File: src/rtl/cic_decim_mc_pkg.sv
// cic_pkg: shared types and helpers for the multi-channel CIC decimator.
// Holds the FSM state type, the accumulator width helper and the PDM bit weights.
package cic_pkg;

  typedef enum logic [1:0] {
    IDLE = 2'd0,
    COMB = 2'd1,
    EMIT = 2'd2
  } cic_state_t;

  // Bit growth of an N-stage CIC with decimation R and differential delay M, plus sign.
  function automatic int cic_acc_w(input int n, input int r, input int m);
    return 1 + n * $clog2(r * m);
  endfunction

  // Weight of a PDM '1' and a PDM '0' bit.
  localparam int PDM_POS = 1;
  localparam int PDM_NEG = -1;

endpackage

File: src/rtl/cic_decim_mc_if.sv
// cic_decim_mc_if: channel-tagged PCM output stream (valid/ready).
// master = the decimator driving samples, slave = the downstream consumer.
interface cic_decim_mc_if #(
  parameter int OUT_WIDTH = 16,
  parameter int CH_W      = 1
) ();

  logic signed [OUT_WIDTH-1:0] dout;
  logic        [CH_W-1:0]      dout_ch;
  logic                        dout_valid;
  logic                        dout_ready;

  modport master (
    output dout,
    output dout_ch,
    output dout_valid,
    input  dout_ready
  );

  modport slave (
    input  dout,
    input  dout_ch,
    input  dout_valid,
    output dout_ready
  );

endinterface

File: src/rtl/cic_comb_chain.sv
// cic_comb_chain: combinational N-stage comb for one channel.
// Each stage computes y = x - x[n-M] from its M-deep tap line; taps[k][0] is the
// newest entry of stage k and taps[k][M-1] the oldest. taps_next is the tap line
// after shifting in this sample; the caller stores it only for the active channel.
module cic_comb_chain
  import cic_pkg::*;
#(
  parameter int ACC_W = 21,
  parameter int N     = 4,
  parameter int M     = 1
) (
  input  logic signed [ACC_W-1:0]           x,
  input  logic [N-1:0][M-1:0][ACC_W-1:0]    taps,
  output logic signed [ACC_W-1:0]           y,
  output logic [N-1:0][M-1:0][ACC_W-1:0]    taps_next
);

  logic signed [ACC_W-1:0] stage_s [N+1];

  assign stage_s[0] = x;

  for (genvar k = 0; k < N; k++) begin : g_stage
    // Difference against the oldest tap; wraps modulo 2^ACC_W by design.
    assign stage_s[k+1]    = stage_s[k] - $signed(taps[k][M-1]);
    assign taps_next[k][0] = stage_s[k];
    if (M > 1) begin : g_shift
      assign taps_next[k][M-1:1] = taps[k][M-2:0];
    end
  end

  assign y = stage_s[N];

endmodule

File: src/rtl/cic_decim_mc.sv
// cic_decim_mc: NCH-channel CIC decimator with per-channel integrators running at
// PDM rate and a single comb engine time-shared across channels.
// Optional build macro CIC_ROUND_SAT_EN: round half up and saturate the output
// word instead of plain MSB truncation (same latency).
module cic_decim_mc
  import cic_pkg::*;
#(
  parameter int NCH       = 2,
  parameter int R         = 24,
  parameter int N         = 4,
  parameter int M         = 1,
  parameter int OUT_WIDTH = 16
) (
  input  logic           clk,
  input  logic           reset_n,
  input  logic           pdm_en,
  input  logic [NCH-1:0] pdm_in,
  cic_decim_mc_if.master m_if,
  output logic           overrun
);

  localparam int ACC_W = cic_acc_w(N, R, M);
  localparam int CH_W  = (NCH > 1) ? $clog2(NCH) : 1;
  localparam int CNT_W = (R > 1) ? $clog2(R) : 1;

  localparam logic [CNT_W-1:0]        CNT_LAST = CNT_W'(R - 1);
  localparam logic [CH_W-1:0]         CH_LAST  = CH_W'(NCH - 1);
  localparam logic signed [ACC_W-1:0] STEP_POS = ACC_W'(PDM_POS);
  localparam logic signed [ACC_W-1:0] STEP_NEG = ACC_W'(PDM_NEG);

  typedef logic [N-1:0][M-1:0][ACC_W-1:0] taps_t;

`ifdef CIC_ROUND_SAT_EN
  localparam int                      SH     = ACC_W - OUT_WIDTH;
  localparam int                      RND_SH = (SH > 0) ? SH - 1 : 0;
  localparam logic [ACC_W:0]          RND    = (SH > 0) ? ((ACC_W+1)'(1) << RND_SH) : (ACC_W+1)'(0);
  localparam logic signed [OUT_WIDTH-1:0] OUT_MAX = {1'b0, {(OUT_WIDTH-1){1'b1}}};
  localparam logic signed [OUT_WIDTH-1:0] OUT_MIN = {1'b1, {(OUT_WIDTH-1){1'b0}}};
`endif

  // Map a full-width comb result onto the output word.
  function automatic logic signed [OUT_WIDTH-1:0] to_out(input logic signed [ACC_W-1:0] v);
    logic signed [OUT_WIDTH-1:0] res;
`ifdef CIC_ROUND_SAT_EN
    logic [ACC_W:0]     rsum;
    logic [OUT_WIDTH:0] rq;
    // One guard bit above ACC_W so the rounding add cannot wrap.
    rsum = {v[ACC_W-1], v} + RND;
    rq   = rsum[ACC_W -: OUT_WIDTH+1];
    if (rq[OUT_WIDTH] != rq[OUT_WIDTH-1]) begin
      res = rq[OUT_WIDTH] ? OUT_MIN : OUT_MAX;
    end else begin
      res = rq[OUT_WIDTH-1:0];
    end
`else
    res = v[ACC_W-1 -: OUT_WIDTH];
`endif
    return res;
  endfunction

  // State
  logic signed [ACC_W-1:0] integ_q [NCH][N];
  logic signed [ACC_W-1:0] integ_d [NCH][N];
  logic signed [ACC_W-1:0] snap_q  [NCH];
  logic signed [ACC_W-1:0] snap_d  [NCH];
  taps_t                   dly_q   [NCH];
  taps_t                   dly_d   [NCH];
  logic [CNT_W-1:0]        cnt_q, cnt_d;
  logic [CH_W-1:0]         ch_q, ch_d;
  cic_state_t              state_q, state_d;
  logic signed [OUT_WIDTH-1:0] dout_q, dout_d;
  logic [CH_W-1:0]         dout_ch_q, dout_ch_d;
  logic                    valid_q, valid_d;
  logic                    overrun_q, overrun_d;

  logic                    tick_s;
  logic signed [ACC_W-1:0] comb_y_s;
  taps_t                   comb_taps_s;

  assign tick_s = pdm_en && (cnt_q == CNT_LAST);

  // Shared comb engine, fed by the snapshot and delay line of the current channel.
  cic_comb_chain #(
    .ACC_W (ACC_W),
    .N     (N),
    .M     (M)
  ) u_comb (
    .x         (snap_q[ch_q]),
    .taps      (dly_q[ch_q]),
    .y         (comb_y_s),
    .taps_next (comb_taps_s)
  );

  // Integrator cascade: stage 0 accumulates +/-1, stage k adds the old value of stage k-1.
  always_comb begin
    integ_d = integ_q;
    if (pdm_en) begin
      for (int c = 0; c < NCH; c++) begin
        for (int k = 0; k < N; k++) begin
          if (k == 0) begin
            integ_d[c][0] = integ_q[c][0] + (pdm_in[c] ? STEP_POS : STEP_NEG);
          end else begin
            integ_d[c][k] = integ_q[c][k] + integ_q[c][k-1];
          end
        end
      end
    end else begin
      integ_d = integ_q;
    end
  end

  // Decimation counter, advancing only on PDM enables.
  always_comb begin
    cnt_d = cnt_q;
    if (pdm_en) begin
      cnt_d = (cnt_q == CNT_LAST) ? {CNT_W{1'b0}} : cnt_q + CNT_W'(1);
    end else begin
      cnt_d = cnt_q;
    end
  end

  // Comb-sharing FSM: snapshot on tick, one COMB cycle per channel, hold in EMIT.
  always_comb begin
    state_d   = state_q;
    ch_d      = ch_q;
    snap_d    = snap_q;
    dly_d     = dly_q;
    dout_d    = dout_q;
    dout_ch_d = dout_ch_q;
    valid_d   = valid_q;
    case (state_q)
      IDLE: begin
        if (tick_s) begin
          for (int c = 0; c < NCH; c++) begin
            snap_d[c] = integ_q[c][N-1];
          end
          ch_d    = {CH_W{1'b0}};
          state_d = COMB;
        end else begin
          state_d = IDLE;
        end
      end
      COMB: begin
        dly_d[ch_q] = comb_taps_s;
        dout_d      = to_out(comb_y_s);
        dout_ch_d   = ch_q;
        valid_d     = 1'b1;
        state_d     = EMIT;
      end
      EMIT: begin
        if (valid_q && m_if.dout_ready) begin
          valid_d = 1'b0;
          if (ch_q == CH_LAST) begin
            state_d = IDLE;
          end else begin
            ch_d    = ch_q + CH_W'(1);
            state_d = COMB;
          end
        end else begin
          state_d = EMIT;
        end
      end
      default: begin
        valid_d = 1'b0;
        state_d = IDLE;
      end
    endcase
  end

  // Sticky overrun: any tick that arrives while the comb sequence is busy is dropped.
  always_comb begin
    overrun_d = overrun_q;
    if (tick_s && (state_q != IDLE)) begin
      overrun_d = 1'b1;
    end else begin
      overrun_d = overrun_q;
    end
  end

  // State registers with synchronous active-low reset.
  always_ff @(posedge clk) begin
    if (!reset_n) begin
      integ_q   <= '{default: '0};
      snap_q    <= '{default: '0};
      dly_q     <= '{default: '0};
      cnt_q     <= {CNT_W{1'b0}};
      ch_q      <= {CH_W{1'b0}};
      state_q   <= IDLE;
      dout_q    <= {OUT_WIDTH{1'b0}};
      dout_ch_q <= {CH_W{1'b0}};
      valid_q   <= 1'b0;
      overrun_q <= 1'b0;
    end else begin
      integ_q   <= integ_d;
      snap_q    <= snap_d;
      dly_q     <= dly_d;
      cnt_q     <= cnt_d;
      ch_q      <= ch_d;
      state_q   <= state_d;
      dout_q    <= dout_d;
      dout_ch_q <= dout_ch_d;
      valid_q   <= valid_d;
      overrun_q <= overrun_d;
    end
  end

  assign m_if.dout       = dout_q;
  assign m_if.dout_ch    = dout_ch_q;
  assign m_if.dout_valid = valid_q;
  assign overrun         = overrun_q;

endmodule
File: src/flat_wrapper.sv
// flat-port wrapper written by rule: the top's interface ports become plain ports
module cic_decim_mc_flat import cic_pkg::*;
#(
  parameter int NCH       = 2,
  parameter int R         = 24,
  parameter int N         = 4,
  parameter int M         = 1,
  parameter int OUT_WIDTH = 16
)
  (clk, reset_n, pdm_en, pdm_in, overrun, m_if_dout, m_if_dout_ch, m_if_dout_valid, m_if_dout_ready);
  cic_decim_mc_if #(.OUT_WIDTH(OUT_WIDTH)) m_if_i ();
  input  logic clk;
  input  logic reset_n;
  input  logic pdm_en;
  input  logic [NCH-1:0] pdm_in;
  output logic overrun;
  output wire logic [$bits(m_if_i.dout)-1:0] m_if_dout;
  output wire logic [$bits(m_if_i.dout_ch)-1:0] m_if_dout_ch;
  output wire logic [$bits(m_if_i.dout_valid)-1:0] m_if_dout_valid;
  input wire logic [$bits(m_if_i.dout_ready)-1:0] m_if_dout_ready;
  assign m_if_dout = m_if_i.dout;
  assign m_if_dout_ch = m_if_i.dout_ch;
  assign m_if_dout_valid = m_if_i.dout_valid;
  assign m_if_i.dout_ready = m_if_dout_ready;
  cic_decim_mc #(.NCH(NCH), .R(R), .N(N), .M(M), .OUT_WIDTH(OUT_WIDTH)) u_core (.clk(clk), .reset_n(reset_n), .pdm_en(pdm_en), .pdm_in(pdm_in), .m_if(m_if_i), .overrun(overrun));
endmodule
File: config.mk
export PLATFORM = sky130hd
export DESIGN_NAME = cic_decim_mc_flat
export DESIGN_NICKNAME = d
export VERILOG_FILES = /design/src/rtl/cic_decim_mc_pkg.sv /design/src/rtl/cic_decim_mc_if.sv /design/src/rtl/cic_comb_chain.sv /design/src/rtl/cic_decim_mc.sv /design/src/flat_wrapper.sv
export SDC_FILE = /design/constraint.sdc
export NUM_CORES = 1
export LEC_CHECK = 0
export CAP_MARGIN = 5
export CORE_UTILIZATION = 40
export CTS_CLUSTER_DIAMETER = 200
export DETAILED_ROUTE_END_ITERATION = 7
export PLACE_DENSITY_LB_ADDON = 0.05
export SYNTH_ARGS = -nofsm -noshare
export SYNTH_HDL_FRONTEND = slang
export SYNTH_HIERARCHICAL = 1
export SYNTH_SLANG_ARGS = --single-unit
File: constraint.sdc
create_clock -name clk -period 7.4 [get_ports clk]
set_clock_uncertainty 0.1 [all_clocks]
set_input_delay 1.48 -clock clk [delete_from_list [all_inputs] [get_ports clk]]
set_output_delay 1.48 -clock clk [all_outputs]
set_load 0.02 [all_outputs]
### After elaboration in Yosys (flattened, before gate mapping)

Cells that the tools add are included.
Widths: inputs -> output; s select.

* input port bits: 6
* bits in registers: 405
* output and inout port bits: 19

* reductions and logical operators: 10
* $add $sub $neg: 14
* bitwise gates (word level): 2
* muxes and demuxes: 22
* equal/unequal tests: 5
* order comparisons: 2

Operators by type and width (count)
* $mux 84: 4
* $add 21x21->21: 8
* $bwmux 168: 1
* $mux 21: 5
* $demux 84 s1: 1
* $sub 21x21->21: 4
* $mux 1: 6
* $pmux 2 s3: 1
* $add 5x1->5 const B: 1
* $eq 5x5->1 const B: 1
* $mux 5: 1
* $logic_and 1x1->1: 4
* $ne 2x1->1 const B: 2
* $reduce_and 2->1: 2
* $reduce_bool 2->1: 2
* $pmux 1 s3: 1
* $reduce_and 3->1: 1
* $eq 2x1->1 const B: 1
* $eq 2x2->1 const B: 1
* $ge 2x2->1 const B: 1
* $logic_not 2->1: 1
* $lt 2x1->1 const B: 1
* $mux 2: 1
* $not 1->2: 1
* other kinds (3): 3

### Longest topological paths before layout

Gate-level depths: netlist of run 1.

* depth after elaboration: 8
* gate-level depth with buffers: 39
* mapped depth without buffers: 37

### By module

The synthesis of run 1 kept the hierarchy.

Modules (own cells, without submodules)
* cic_decim_mc: seq. area each 8107.8 um^2, cells each 2746, area an instance 22469.0 um^2, times used 1
* cic_comb_chain: seq. area each 0.0 um^2, cells each 565, area an instance 3940.0 um^2, times used 1

### Least setup slack after synthesis of run 1

No wires, ideal clock.

* kind: register -> register
* from: register u_core.ch_q
* to: register u_core.dout_q[14] (netlist: u_core/m_if.dout[14])
* required time: 7.230 ns
* setup slack: 0.386 ns
* buffers on the path: 2
* arrival time: 6.844 ns
* setup time: 0.070 ns
* period minus slack after synthesis: 7.014 ns
* stages on the path, launching flop included: 33
* cell sequence: dfxtp_1 -> clkbuf_1 -> clkbuf_1 -> mux2_2 -> ha_1 -> a21o_1 -> or3_4 -> nor2_4 -> nor2_1 -> a21o_1 -> a21oi_1 -> xnor2_1 -> ha_1 -> nor2b_1 -> a31oi_1 -> a21boi_0 -> ha_1 -> o21a_1 -> o21a_1 -> o22ai_1 -> a21oi_1 -> xor2_1 -> ha_1 -> nor2b_1 -> o21ai_0 -> nand2b_1 -> o41ai_1 -> o21bai_1 -> a21o_1 -> a21oi_1 -> xnor2_1 -> nand2_1 -> a21oi_1

RTL lines
* from (decl): RTL line cic_decim_mc.sv:69 `logic [CH_W-1:0] ch_q, ch_d;`
* from (signal assigned): RTL line cic_decim_mc.sv:187 `ch_q <= {CH_W{1'b0}};`
* from (signal assigned): RTL line cic_decim_mc.sv:198 `ch_q <= ch_d;`
* to (signal assigned): RTL line cic_decim_mc.sv:189 `dout_q <= {OUT_WIDTH{1'b0}};`
* to (signal assigned): RTL line cic_decim_mc.sv:200 `dout_q <= dout_d;`
* to (decl): RTL line cic_decim_mc.sv:71 `logic signed [OUT_WIDTH-1:0] dout_q, dout_d;`

==> results of run 1 <==
==> layer usage <==
metal	vias to the layer above	part of all wire, %	track usage [%]
li1	11500	-	-
met1	10600	49	26.1
met2	258	46	33.9
met3	112	2.7	2.20
met4	0	2.9	6.89
met5	-	0	0
==> power by group through the flow <==
stage	clock, mW	sequential, mW	combinational [mW]
floorplan	0	2.40	0.801
global placement	0	2.43	0.947
detailed placement	0	2.43	0.967
CTS	2.63	2.39	0.973
global route	2.71	2.40	1.11
finish	2.54	2.38	0.973
==> critical path: cells and delay by family (launching register included) <==
family | cells | cell delay [ns]
AO/OA/AOI/OAI | 18 | 3.49
XOR/XNOR | 2 | 0.25
adder cells (fa/ha/maj) | 4 | 1.36
buffers and inverters | 1 | 0.18
flip-flops | 1 | 0.43
multiplexers | 1 | 0.39
AND/OR/NAND/NOR | 7 | 0.73
==> metrics by stage <==
step / setup TNS [ns] / util (%) / hold slack, ns / setup slack (ns) / std cells
after floorplan: 0 / - / 0.333 / 0.386 / 3306
after global placement: 0 / 42.1 / 0.338 / 0.263 / 4053
after detailed placement: 0 / 42.1 / 0.343 / 0.0725 / 4053
after CTS: 0 / 44.7 / 0.351 / 0.0489 / 4141
after global routing: -0.0378 / 45.0 / 0.364 / -0.0327 / 4144
final: 0 / 45.0 / 0.349 / 0.381 / 4145
==> sequential cells by signal, summed over array words and instances (netlist names) <==
name	flops
u_core/ch_q	1
u_core/cnt_q	5
u_core/dly_q	168
u_core/integ_q	168
u_core/m_if.dout	16
u_core/m_if.dout_ch	1
u_core/m_if.dout_valid	1
u_core/overrun	1
u_core/snap_q	42
u_core/state_q	2
==> cell usage in the layout (no fill, tap or decap), types with 13 or more instances in the layout <==
cell type	instances
buf_4	28
xor2_1	43
o21ai_0	106
nor3_1	27
or3_1	24
mux2_2	106
nor2b_1	25
a31oi_1	22
a211oi_1	40
o21ai_1	20
o31ai_1	14
nand4_1	24
ha_1	236
nor2_1	238
xnor2_1	108
o21a_1	34
a21oi_1	408
o21bai_1	26
clkbuf_1	13
dfxtp_1	404
nand2_1	581
a21o_1	87
inv_1	142
mux2i_1	78
nand3_1	67
clkdlybuf4s50_1	22
nand2b_1	26
clkbuf_16	51
and3_1	30
==> worst paths after layout <==
check                                                  start  slack (ns)  depth (start not counted)                           endpoint
worst max-delay path                u_core/ch_q$_SDFFE_PN0P_        0.38                         33  u_core/m_if.dout[14]$_SDFFE_PN0P_
worst min-delay path            u_core/dly_q[9]$_SDFFE_PN0P_        0.35                          2       u_core/dly_q[9]$_SDFFE_PN0P_
worst max register to register      u_core/ch_q$_SDFFE_PN0P_        0.38                         33  u_core/m_if.dout[14]$_SDFFE_PN0P_
worst min register to register  u_core/dly_q[9]$_SDFFE_PN0P_        0.35                          2       u_core/dly_q[9]$_SDFFE_PN0P_
==> layout make-up <==
cell class / count / area share (%)
inverters: 144 / 1.88
multi-input cells: 2598 / 59.2
well taps: 855 / 3.67
clock buffers: 74 / 5.02
repair buffers: 54 / 1.64
clock inverters: 14 / 0.769
diodes: 1 / 0.00859
flip-flops and latches: 405 / 27.8
==> repair_timing <==
action	4_1_cts	5_1_grt
buffers inserted	0	3
resized for setup	0	34
setup endpoints to repair	0	4
==> results.cfg, run 1 <==
[outcome]
status = complete, no violations

[clock_network]
clkTransAtPathRegs_ns = 0.06
cts-htree-levels = 2
clockBufferDepth = 3
clk-insertion-delay-late_ns = 0.60
cts_buffers = 50
cts_tree = done
holdBufCountCts = 0
cts_sinks = 405
root_buffer = clkbuf_16

[detailed_routing]
first_pass_iters = 8
wl_per_cell_um = 16.2
viasPerCell = 5.42
antenna_left = 0
route.detailed.drc = 0
drt_wl_total_um = 67300
drt_iter0_markers = 1189
num_vias = 22500

[yosys]
synth_cells = 3306
ys_warn_count = 6
syn-num-nets = 3563
avgSynthCellArea_um2 = 7.98
syn_area_um2 = 26400

[worst_setup_path]
crit_required_ns = 7.83
cpPeakStageDelay_ns = 0.44
slowest_stage = o31ai_2
crit_arrival_ns = 7.45
critPathLaunchType = flip-flop
crit_fanout = 11
path_class = flip-flop to flip-flop
cp-end-kind = flip-flop

[grt]
antenna_found_initial = 0
grt_usage_pct = 19.9
grt_overflow = 0
grt_pass1_vias = 21900
grt_max_degree = 211
grt_pass1_wl_um = 111000

[power]
seqPwrFrac_pct = 40.4
p_int_mw = 4.27
power_density_nw_per_um2 = 202
p_leak_nw = 12.1
p_sw_mw = 1.63
finalPower_mw = 5.90
p_clk_share_pct = 43.1
switching_share_pct = 27.7
max-vdd-ir-drop_mv = 0.149
p_comb_share_pct = 16.5

[floorplan]
num_rows = 93
chipWidth_um = 259
die_height_um = 259
initial_utilization_pct = 40.7
coreArea_um2 = 64800
io_pins = 25
die-area_um2 = 67000

[sta]
tightestPinTransition_ns = 1.20
min_period_over_period_pct = 94.9
fmax_ghz = 0.142
maxSlewHeadroom_pct = 20.2
period_needed_ns = 7.02
final-setup-viol-count = 0
finalHoldViolCount = 0
slew_violations = 0

[job]
drv_cap = 0

[cells_and_area]
regArea_um2 = 8110
finalNetCount = 3510
drive_above_1_share_pct = 8.82
finalInstanceArea_um2 = 29100
fillers = 6383
area_growth_pct = 10.5
multi_input_area_um2 = 17200

[placed_design]
dpl-instance-area_um2 = 27300
gp_congestion = 0.844
hpwl_um = 45700
portBuffers = 24

[worst_hold_path]
hold_class = flip-flop to flip-flop
Power figures use the tool's default switching activity.
==> run 2: changes to the inputs <==
--- a/config.mk
+++ b/config.mk
@@ -10,6 +10,7 @@
 export CTS_CLUSTER_DIAMETER = 200
 export DETAILED_ROUTE_END_ITERATION = 7
 export PLACE_DENSITY_LB_ADDON = 0.05
+export SETUP_SLACK_MARGIN = 0.4
 export SYNTH_ARGS = -nofsm -noshare
 export SYNTH_HDL_FRONTEND = slang
 export SYNTH_HIERARCHICAL = 1
==> run 2 against run 1 <==
  * Sequential power barely moved
  * Maximum frequency rose by 5.2%
  * Critical path depth rose by 2
  * Sequential share of layout area fell by 0.55 points
  * Global-route usage rose by 0.15 points
  * Via count rose by 0.92%
  * Clock-buffer cell count rose by 1
  * Largest power group unchanged
  * Highest routed layer is now met5
==> results.cfg, run 2 (synthesis gave the netlist of run 1 again) <==
[floorplan]
io_pins = 25
chipWidth_um = 259
die-area_um2 = 67000
coreArea_um2 = 64800
die_height_um = 259
initial_utilization_pct = 40.7
num_rows = 93

[grt]
grt_overflow = 0
grt_pass1_vias = 22200
grt_pass1_wl_um = 112000
grt_usage_pct = 20.1
grt_max_degree = 189
antenna_found_initial = 2

[power]
p_clk_share_pct = 44.1
p_int_mw = 4.34
p_comb_share_pct = 16.2
p_leak_nw = 12.4
power_density_nw_per_um2 = 202
switching_share_pct = 27.6
max-vdd-ir-drop_mv = 0.164
p_sw_mw = 1.66
seqPwrFrac_pct = 39.8

[worst_setup_path]
crit_required_ns = 7.80
slowest_stage = dfxtp_4
crit_fanout = 6
critPathLaunchType = flip-flop
path_delay_family = compound AO/OA/AOI/OAI gates
path_class = flip-flop to flip-flop
crit_arrival_ns = 7.07
cp-end-kind = flip-flop
path_buf_inv = 3
cpPeakStageDelay_ns = 0.39

[clock_network]
root_buffer = clkbuf_16
clkTransAtPathRegs_ns = 0.06
clk-insertion-delay-late_ns = 0.59
holdBufCountCts = 0
cts_tree = done
clockBufferDepth = 3
cts-htree-levels = 2
cts_sinks = 405
cts_buffers = 52

[placed_design]
portBuffers = 24
hpwl_um = 46400
place_ws_ns = 0.0964
dpl-instance-area_um2 = 27200
gp_congestion = 0.827
placedCellCount = 4048

[sta]
min_period_over_period_pct = 90.2
tns_ns = 0
rsz0062_at_grt = no
final-setup-viol-count = 0
fin_ws_ns = 0.726
slew_violations = 0
period_needed_ns = 6.67
finalHoldViolCount = 0
maxSlewHeadroom_pct = 24.2
fmax_ghz = 0.150
tightestPinTransition_ns = 1.14

[cells_and_area]
area_growth_pct = 12.7
drive_above_1_share_pct = 11.0
antenna_cells = 0
finalInstanceArea_um2 = 29700
finalNetCount = 3533
final_cell_mix = nand2_1, dfxtp_1, a21oi_1, nor2_1, ha_1
utilization_pct = 45.9
layoutNonFillerInstCount = 4172
final_common_cell = nand2_1
reg.largest.list = u_core/dly_q x168, u_core/integ_q x168, u_core/snap_q x42

[detailed_routing]
drt_wl_total_um = 68200
antenna_left = 0
num_vias = 22700
drt_iter0_markers = 1019
viasPerCell = 5.44
wl_per_cell_um = 16.4
route.detailed.drc = 0
first_pass_iters = 7

[worst_hold_path]
hold_class = flip-flop to flip-flop

[job]
drv_cap = 0

[outcome]
status = complete, no violations
## run 2: area by class of cell
| cell class | instances | area, um^2 |
|---|---|---|
| clock inverters | 20 | 278 |
| multi-input cells | 2598 | 17600 |
| fillers | 6386 | 35100 |
| clock buffers | 75 | 1500 |
| well taps | 855 | 1070 |
| flip-flops and latches | 405 | 8110 |
| repair buffers | 75 | 648 |
| inverters | 144 | 548 |
## run 2: worst register-to-register path: cells and delay by family (launching register included)
kind,cells,cell delay (ns)
DFF,1,0.39
xor gates and xnor gates,5,0.72
and+or+nand+nor,6,0.80
AOI/OAI and AO/OA,16,2.61
adders and majority gates,4,1.24
buffers and inverters,3,0.36
muxes,1,0.32
## run 2: stage by stage
stage | power [mW] | hold WS (ns)
finish | 6.00 | 0.350
global route | 6.32 | 0.362
CTS | 6.08 | 0.351
detailed placement | 3.40 | 0.343
global placement | 3.38 | 0.338
floorplan | 3.20 | 0.333
## run 2: routing by layer
metal / part of all wire (%) / global-route usage (%) / vias up / routed length [um]
met2: 47 / 34.4 / 304 / 32100
met4: 2.3 / 6.08 / 4 / 1590
li1: - / - / 11600 / -
met5: 0.040 / 0 / - / 27
met1: 48 / 26.3 / 10700 / 32400
met3: 3.1 / 2.41 / 101 / 2100
## run 2: timing repair
| action | 4_1_cts | 5_1_grt |
|---|---|---|
| cloned | 0 | 0 |
| pin swaps | 1 | 36 |
| gates resized for setup | 12 | 88 |
| endpoints found under the setup margin | 5 | 8 |
| buffers inserted | 4 | 25 |
## run 2: path summary, 6_finish.rpt
path	from	endpoint	slack, ns	cells after the start
min reg2reg	u_core/dly_q[32]$_SDFFE_PN0P_	u_core/dly_q[32]$_SDFFE_PN0P_	0.35	2
min	u_core/dly_q[32]$_SDFFE_PN0P_	u_core/dly_q[32]$_SDFFE_PN0P_	0.35	2
max	u_core/ch_q$_SDFFE_PN0P_	u_core/m_if.dout[15]$_SDFFE_PN0P_	0.73	35
max reg2reg	u_core/ch_q$_SDFFE_PN0P_	u_core/m_if.dout[15]$_SDFFE_PN0P_	0.73	35
## run 2: power groups by stage
stage | registers (mW) | logic [mW] | clock network [mW]
2_1_floorplan | 2.40 | 0.801 | 0
3_3_place_gp | 2.43 | 0.946 | 0
3_5_place_dp | 2.44 | 0.965 | 0
4_1_cts | 2.39 | 0.971 | 2.72
5_1_grt | 2.40 | 1.10 | 2.82
6_report | 2.39 | 0.971 | 2.64
==> run 3: changes to the inputs <==
--- a/config.mk
+++ b/config.mk
@@ -6,7 +6,8 @@
 export NUM_CORES = 1
 export LEC_CHECK = 0
 export CAP_MARGIN = 5
-export CORE_UTILIZATION = 40
+export CORE_UTILIZATION = 25
+export CTS_BUF_LIST = sky130_fd_sc_hd__clkbuf_8
 export CTS_CLUSTER_DIAMETER = 200
 export DETAILED_ROUTE_END_ITERATION = 7
 export PLACE_DENSITY_LB_ADDON = 0.05
==> run 3 against run 2 <==
  * Final cell count grew 15%
  * Critical path type unchanged
  * Final area grew 3.2%
  * Largest cell class unchanged
  * Wire length is 14% higher
==> results.cfg, run 3 (synthesis gave the netlist of run 1 again) <==
[clock_network]
clkTransAtPathRegs_ns = 0.05
root_buffer = clkbuf_8
cts_tree = done
clockBufferDepth = 3
cts_sinks = 405
cts_buffers = 87
clk-insertion-delay-late_ns = 0.71
cts-htree-levels = 3
holdBufCountCts = 0

[detailed_routing]
wl_met3_um = 2240
wl_met2_um = 36400
drt_wl_total_um = 77600
viasPerCell = 4.78
wl_per_cell_um = 16.2
first_pass_iters = 7
num_vias = 22900
antenna_left = 0
topRoutingLayerUsed = met4
drt_iter0_markers = 948
wl_met1_um = 36700
route.detailed.drc = 0

[worst_setup_path]
cpPeakStageDelay_ns = 0.40
cp-endpoint = u_core/m_if.dout[15]$_SDFFE_PN0P_
path_delay_family = compound AO/OA/AOI/OAI gates
crit_start = u_core/ch_q$_SDFFE_PN0P_
r2r-end = u_core/m_if.dout[15]$_SDFFE_PN0P_
crit_fanout = 6
crit_top_cell = a21oi_2
crit_cells = 34
path_class = flip-flop to flip-flop
crit_arrival_ns = 7.19
critPathLaunchType = flip-flop
cp-end-kind = flip-flop
r2r_start = u_core/ch_q$_SDFFE_PN0P_
slowest_stage = dfxtp_4
path_buf_inv = 4
crit_required_ns = 7.93
rrSetupSlack_ns = 0.74
reg2regPathDepth = 34

[sta]
finalHoldViolCount = 0
slew_violations = 0
tightestPinTransition_ns = 0.990
final-setup-viol-count = 0
rsz0062_at_grt = yes
period_needed_ns = 6.66
maxSlewHeadroom_pct = 34.0
holdWs_ns = 0.349
fmax_ghz = 0.150
tns_ns = 0
min_period_over_period_pct = 90.0

[placed_design]
portBuffers = 24
gp_congestion = 0.781
hpwl_um = 52100
placedCellCount = 4594

[power]
max-vdd-ir-drop_mv = 0.103
power_density_nw_per_um2 = 190
p_leak_nw = 12.7
finalPower_mw = 5.85

[grt]
grt_overflow = 0
grt_max_degree = 176
grt_pass1_vias = 22400
grt_usage_pct = 14.2
antenna_found_initial = 1
grt_pass1_wl_um = 123000

[floorplan]
coreArea_um2 = 104000
io_pins = 25
chipWidth_um = 327
num_rows = 118
die_height_um = 327
die-area_um2 = 107000
initial_utilization_pct = 25.3

[cells_and_area]
multi_input_area_um2 = 17700
drive_above_1_share_pct = 13.1
finalNetCount = 3591
utilization_pct = 29.5
final_common_cell = nand2_1
fillers = 11200
reg.largest.list = u_core/dly_q x168, u_core/integ_q x168, u_core/snap_q x42
layoutNonFillerInstCount = 4781
final_cell_mix = nand2_1, dfxtp_1, a21oi_1, nor2_1, ha_1
regArea_um2 = 8110
area_growth_pct = 16.4

[worst_hold_path]
hold_class = flip-flop to flip-flop

[job]
drv_cap = 0

[outcome]
status = complete, no violations
==> run 3: per-stage QoR <==
stage	worst slack [ns]	cell area (um^2)
2_1_floorplan	0.424	26400
3_3_place_gp	0.236	28100
3_5_place_dp	0.138	28100
4_1_cts	0.407	30000
5_1_grt	0.348	30700
6_report	0.741	30700
==> run 3: how the worst min path moves through the flow <==
stage	cells after the start	slack, ns	to	from
floorplan	2	0.33	u_core/dly_q[0]$_SDFFE_PN0P_	u_core/dly_q[0]$_SDFFE_PN0P_
global placement	2	0.34	u_core/dly_q[63]$_SDFFE_PN0P_	u_core/dly_q[63]$_SDFFE_PN0P_
detailed placement	2	0.34	u_core/dly_q[36]$_SDFFE_PN0P_	u_core/dly_q[36]$_SDFFE_PN0P_
CTS	2	0.35	u_core/dly_q[36]$_SDFFE_PN0P_	u_core/dly_q[36]$_SDFFE_PN0P_
global route	2	0.36	u_core/dly_q[47]$_SDFFE_PN0P_	u_core/dly_q[47]$_SDFFE_PN0P_
finish	2	0.35	u_core/dly_q[3]$_SDFFE_PN0P_	u_core/dly_q[3]$_SDFFE_PN0P_
==> run 3: final cells by class <==
cell class                 instances  share of cell area, %
inverter                         144                   1.79
tap                             1380                   5.63
clock inverter                    42                  0.632
multi-input combinational       2598                   57.7
sequential                       405                   26.4
timing repair buffer              98                   2.76
clock buffer                     113                   5.07
antenna                            1                0.00815
==> run 3: power by group <==
group	total (mW)	switching [mW]	internal (mW)
Clock	2.47	1.11	1.36
Sequential	2.39	0.107	2.28
Combinational	0.981	0.561	0.420
==> run 3: tightest hold or removal path: cells and delay by family (launching register included) <==
family          cells  cell delay [ns]
flops               1             0.30
simple gates        1             0.05
compound gates      1             0.05
==> run 3: metal layers <==
| layer | up-vias | global-route usage, % |
|---|---|---|
| met5 | - | 0 |
| met4 | 0 | 4.93 |
| met3 | 137 | 2.30 |
| met2 | 240 | 24.1 |
| met1 | 10800 | 18.1 |
| li1 | 11700 | - |
==> run 3: timing repair <==
action / in CTS / in global routing
pin swaps: 8 / 39
endpoints found under the hold margin: 0 / 0
resized for setup: 29 / 91
cloned: 0 / 0
endpoints found under the setup margin: 2 / 7
buffers inserted: 8 / 23
